===== config.mk =====
export PLATFORM = sky130hd
export DESIGN_NAME = ercm8_v2_2
export DESIGN_NICKNAME = d
export VERILOG_FILES = /design/src/rtl/ercm8_v2_2.sv
export SDC_FILE = /design/constraint.sdc
export NUM_CORES = 1
export LEC_CHECK = 0
export ABC_AREA = 1
export CELL_PAD_IN_SITES_DETAIL_PLACEMENT = 1
export CELL_PAD_IN_SITES_GLOBAL_PLACEMENT = 2
export CORE_MARGIN = 2
export CORE_UTILIZATION = 37
export DETAILED_ROUTE_END_ITERATION = 16
export PLACE_DENSITY = 0.83
export SLEW_MARGIN = 20
export SYNTH_ARGS = -nofsm -noshare
export SYNTH_HDL_FRONTEND = slang
export SYNTH_SLANG_ARGS = --single-unit

===== constraint.sdc =====
create_clock -name clk -period 15.6 [get_ports clk]
set_input_delay 3.12 -clock clk [delete_from_list [all_inputs] [get_ports clk]]
set_output_delay 3.12 -clock clk [all_outputs]
set_load 0.02 [all_outputs]

===== src/rtl/ercm8_v2_2.sv =====
// Error-configurable approximate 8x8 unsigned multiplier, two-stage registered.
// Masked low columns (0..6) collapse to the OR of their partial products and emit no carry.

module ercm8_v2_2_col #(
   parameter int C = 0
) (
   input  logic [7:0]  a,
   input  logic [7:0]  b,
   input  logic        approx,
   output logic [15:0] term
);
   // b padded on both sides so b_ext[C-i+7] reads as zero outside the column
   logic [21:0] b_ext;
   logic [3:0]  pop;
   logic        any;

   assign b_ext = {7'b0, b, 7'b0};

   always_comb begin
      pop = '0;
      for (int i = 0; i < 8; i++) begin
         pop = pop + {3'b0, a[i] & b_ext[C - i + 7]};
      end
      any  = |pop;
      term = approx ? (16'(any) << C) : (16'(pop) << C);
   end
endmodule

module ercm8_v2_2 (
   input  logic        clk,
   input  logic        rst_n,
   input  logic        in_vld,
   input  logic [7:0]  dat_in_a,
   input  logic [7:0]  dat_in_b,
   input  logic [6:0]  mask,
   output logic        out_vld,
   output logic [15:0] dat_o
);
   localparam int STAGES = 2;
   localparam int NCOL   = 15;

   logic [7:0]             a_q;
   logic [7:0]             b_q;
   logic [6:0]             mask_q;
   logic [STAGES:1]        vld_pipe;
   logic [NCOL-1:0]        col_approx;
   logic [NCOL-1:0][15:0]  col_term;
   logic [15:0]            prod;

   // Columns 7..14 are always exact; the mask only reaches the low seven.
   for (genvar c = 0; c < NCOL; c++) begin : g_col
      if (c < 7) begin : g_msk
         assign col_approx[c] = mask_q[c];
      end else begin : g_exact
         assign col_approx[c] = 1'b0;
      end
      ercm8_v2_2_col #(.C(c)) u_col (
         .a      (a_q),
         .b      (b_q),
         .approx (col_approx[c]),
         .term   (col_term[c])
      );
   end

   // Weighted column contributions summed with full carry propagation.
   always_comb begin
      prod = '0;
      for (int c = 0; c < NCOL; c++) begin
         prod = prod + col_term[c];
      end
   end

   always_ff @(posedge clk or negedge rst_n) begin
      if (!rst_n) begin
         a_q      <= '0;
         b_q      <= '0;
         mask_q   <= '0;
         vld_pipe <= '0;
         dat_o    <= '0;
      end else begin
         vld_pipe <= {vld_pipe[STAGES-1:1], in_vld};
         if (in_vld) begin
            a_q    <= dat_in_a;
            b_q    <= dat_in_b;
            mask_q <= mask;
         end
         if (vld_pipe[1]) dat_o <= prod;
      end
   end

   assign out_vld = vld_pipe[STAGES];
endmodule


==> results.md <==
* Critical Path Slowest Stage Cell: fa_1
* Synth Area in Simple Gates at 0.190
* Detailed placer's ending HPWL at 7.64 mm
* Fin Clk Skew at 0.00284 ns
* Ant diodes at 0
* Worst Reg-to-Reg Cells at 19
* Core ar. at 0.0109 mm²
* Clock root buffer: clkbuf_16
* Total GRT Usage at 0.170
* CTS H-Tree Depth at 2
* Most common cell after layout, fill and taps aside: nand2_1
* R2R Path Start: a_q[1]
* Outcome: complete, no violations
* Filler Cells Inserted at 1350
* Worst Hold Class: reg -> reg
* Vias in the first global route at 3423
* Worst-margin pin slew at 0.897 ns
* Final ANT Viol Nets at 0
* Worst setup EP type: flip-flop
* Flop2flop setup slack at 10.32 ns
* Main combinational cell family by area after synthesis: adder cells
* RSZ-0062 raised after global routing: false
* Most frequent cells in the layout: nand2_1 (157), inv_1 (143), ha_1 (48)
* Mapped Area at 0.00419 mm²
* Routed vias at 3270
* Row count at 38
* Worst setup SP type: flip-flop
* Total grt overflow at 0
* Fin crit period at 5.28 ns
* GP Congestion at 0.813
* Slew Limit Fails at 0
* Initial antenna violation count at 0
* Worst setup margin at 10.32 ns
* RR Endpoint: dat_o[12]
* Post_cts resized at 0
* Post-Place Worst Slack at 10.31 ns
* TNS Setup at 0 ns
* Synth-to-Final Area Change at 15.7%
* Final nets at 681
* Top cell by count, worst path: fa_1
* WP data required at 15.77 ns
* Die Height at 110 µm
* Syn nets at 655
* Worst Path Max Fanout at 9
* CTS tree: built
* Total CTS buffers at 5
* PortBufs at 41
* Syn Inst Count at 542
* Effective utilization at floorplan at 0.383
* Maximum clock insertion buffer count at 2
* Wire per inst at 13.3 µm
* Final worst path period share at 0.338
* Clock Sinks at 40
* Max VDD drop at 62.1 µV
* Slew headroom at 0.402
* # hold bufs at CTS at 0
* IO Count at 43
* Via density at 4.61
* Setup Fix Bufs, Post-CTS at 0
* CP Cell Sequence: nand2_1 > inv_1 > ha_1 > fa_1 > fa_1 > fa_1 > inv_1 > fa_1 > xor2_1 > fa_1 > fa_1 > inv_1 > ha_1 > a21oi_1 > nor2_1 > nor2_1 > nand3b_1 > nand3_1 > nand2_1
* Mux cell area share after synthesis at 0.0430
* Adder-cell share of the synthesized area at 0.330
* DRC at 0
* Worst hold start: dat_o[4]
* Die width at 110 µm
* First-pass GRT wire length at 16.0 mm
* Die Footprint at 0.0122 mm²
* Clk Latency, worst-skew pair at 0.28 ns
* Seq cells post-synth at 40
* Kind of critical path: reg -> reg
* Leakage at 2.87 nW
* Clock transition at the registers of the reported paths at 0.06 ns
* Synth Area per Inst at 7.72 µm²
* Worst Hold End: dat_o[4]
* Pwr Density at 154 mW/mm²
* Maxcap violations at 0
* Fmax at 0.190 GHz
* DRT Pass-1 Iters at 6
* Drt initial violations at 70
* Setup-failing EPs final at 0
* Total Power at 746 µW
* WL final at 9.42 mm
* Ys Warns at 0
* Register area share after synthesis at 0.239
* Worst Hold Path Cells at 2
* Layout cells sized above 1 at 0.0545
* Pin count of the biggest net entering global routing at 41
* Final Hold Fails at 0
* Yosys cell types at 25
* CP arrival at 5.45 ns
* Xor/xnor share of the synthesized area at 0.0126
* Compound-Gate Fraction of Synth Area at 0.0362
* Crit path largest cell delay at 0.54 ns
[flip-flops by register name, indices dropped and copies added (netlist names)]
name	flops
vld_pipe	2
a_q	8
dat_o	16
b_q	8
mask_q	6
[metrics by stage]
step	area (µm²)	hold slack, ns	cells	util
after CTS	4850	0.477	709	0.443
final	4840	0.470	709	0.443
after detailed placement	4680	0.461	701	0.428
after global placement	4680	0.455	701	0.428
after global routing	4840	0.503	709	0.443
after floorplan	4190	0.403	542	-
[routing by layer]
metal	GRT usage	wire length, µm	up-vias
met5	0	0	-
li1	-	-	1637
met1	0.222	4480	1585
met4	0.0313	68	0
met2	0.303	4620	44
met3	0.0218	253	4
[Yosys cell counts]
master      n  area, µm²
ha_1       48        601
mux2_2     16        180
nand2_2     1       6.26
xnor2_1     2       17.5
xor2_1      4       35.0
a21o_1      1       7.51
nand3_1    15       75.1
or2_2       2       12.5
buf_2       2       10.0
fa_1       39        781
o21ai_0    15       75.1
clkbuf_1   19       71.3
o21ai_2     1       8.76
nand2_1   157        589
o21bai_1    1       7.51
o31ai_1     1       7.51
a21oi_1     8       40.0
nand4_1     3       18.8
inv_1     143        537
dfrtp_1    40       1000
o21ai_1     1       5.00
buf_4       1       7.51
nand3b_1    1       7.51
nor2_1     20       75.1
nand3_2     1       10.0
[worst max-delay path by stage]
stage          slack (ns)   endpoint   start
3_3_place_gp        10.41  dat_o[12]  a_q[1]
6_report            10.32  dat_o[12]  a_q[1]
4_1_cts             10.26  dat_o[12]  a_q[1]
3_5_place_dp        10.31  dat_o[12]  b_q[6]
5_1_grt              9.91  dat_o[12]  a_q[1]
2_1_floorplan       10.70  dat_o[12]  b_q[6]
[logic make-up after synthesis]
group,after synthesis
AND/OR/NAND/NOR,200
AO/OA/AOI/OAI,28
multiplexers,16
buffers and inverters,165
flip-flops,40
XOR/XNOR,6
adder cells (fa/ha/maj),87
[final cells by class]
cell class	instances	area (µm²)	share of cell area
timing repair buffer	41	400	0.0826
tap	140	175	0.0362
clock buffer	5	125	0.0258
inverter	143	537	0.111
multi-input combinational	337	2560	0.528
clock inverter	3	46.3	0.00956
sequential	40	1000	0.207
[where the power goes]
| part | switching (mW) | total (mW) | internal [mW] |
|---|---|---|---|
| combinational | 0.283 | 0.474 | 0.191 |
| clock | 0.0442 | 0.120 | 0.0761 |
| sequential | 0.0238 | 0.152 | 0.128 |
| total | 0.351 | 0.746 | 0.395 |
[worst max-delay path, delay by kind of cell (launching register included)]
kind	cells	cell delay, ns
xor gates and xnor gates	1	0.21
and+or+nand+nor	6	0.58
DFF	1	0.52
adders and majority gates	8	3.35
buffers and inverters	3	0.17
AOI/OAI and AO/OA	1	0.32
Power figures use the tool's default switching activity.
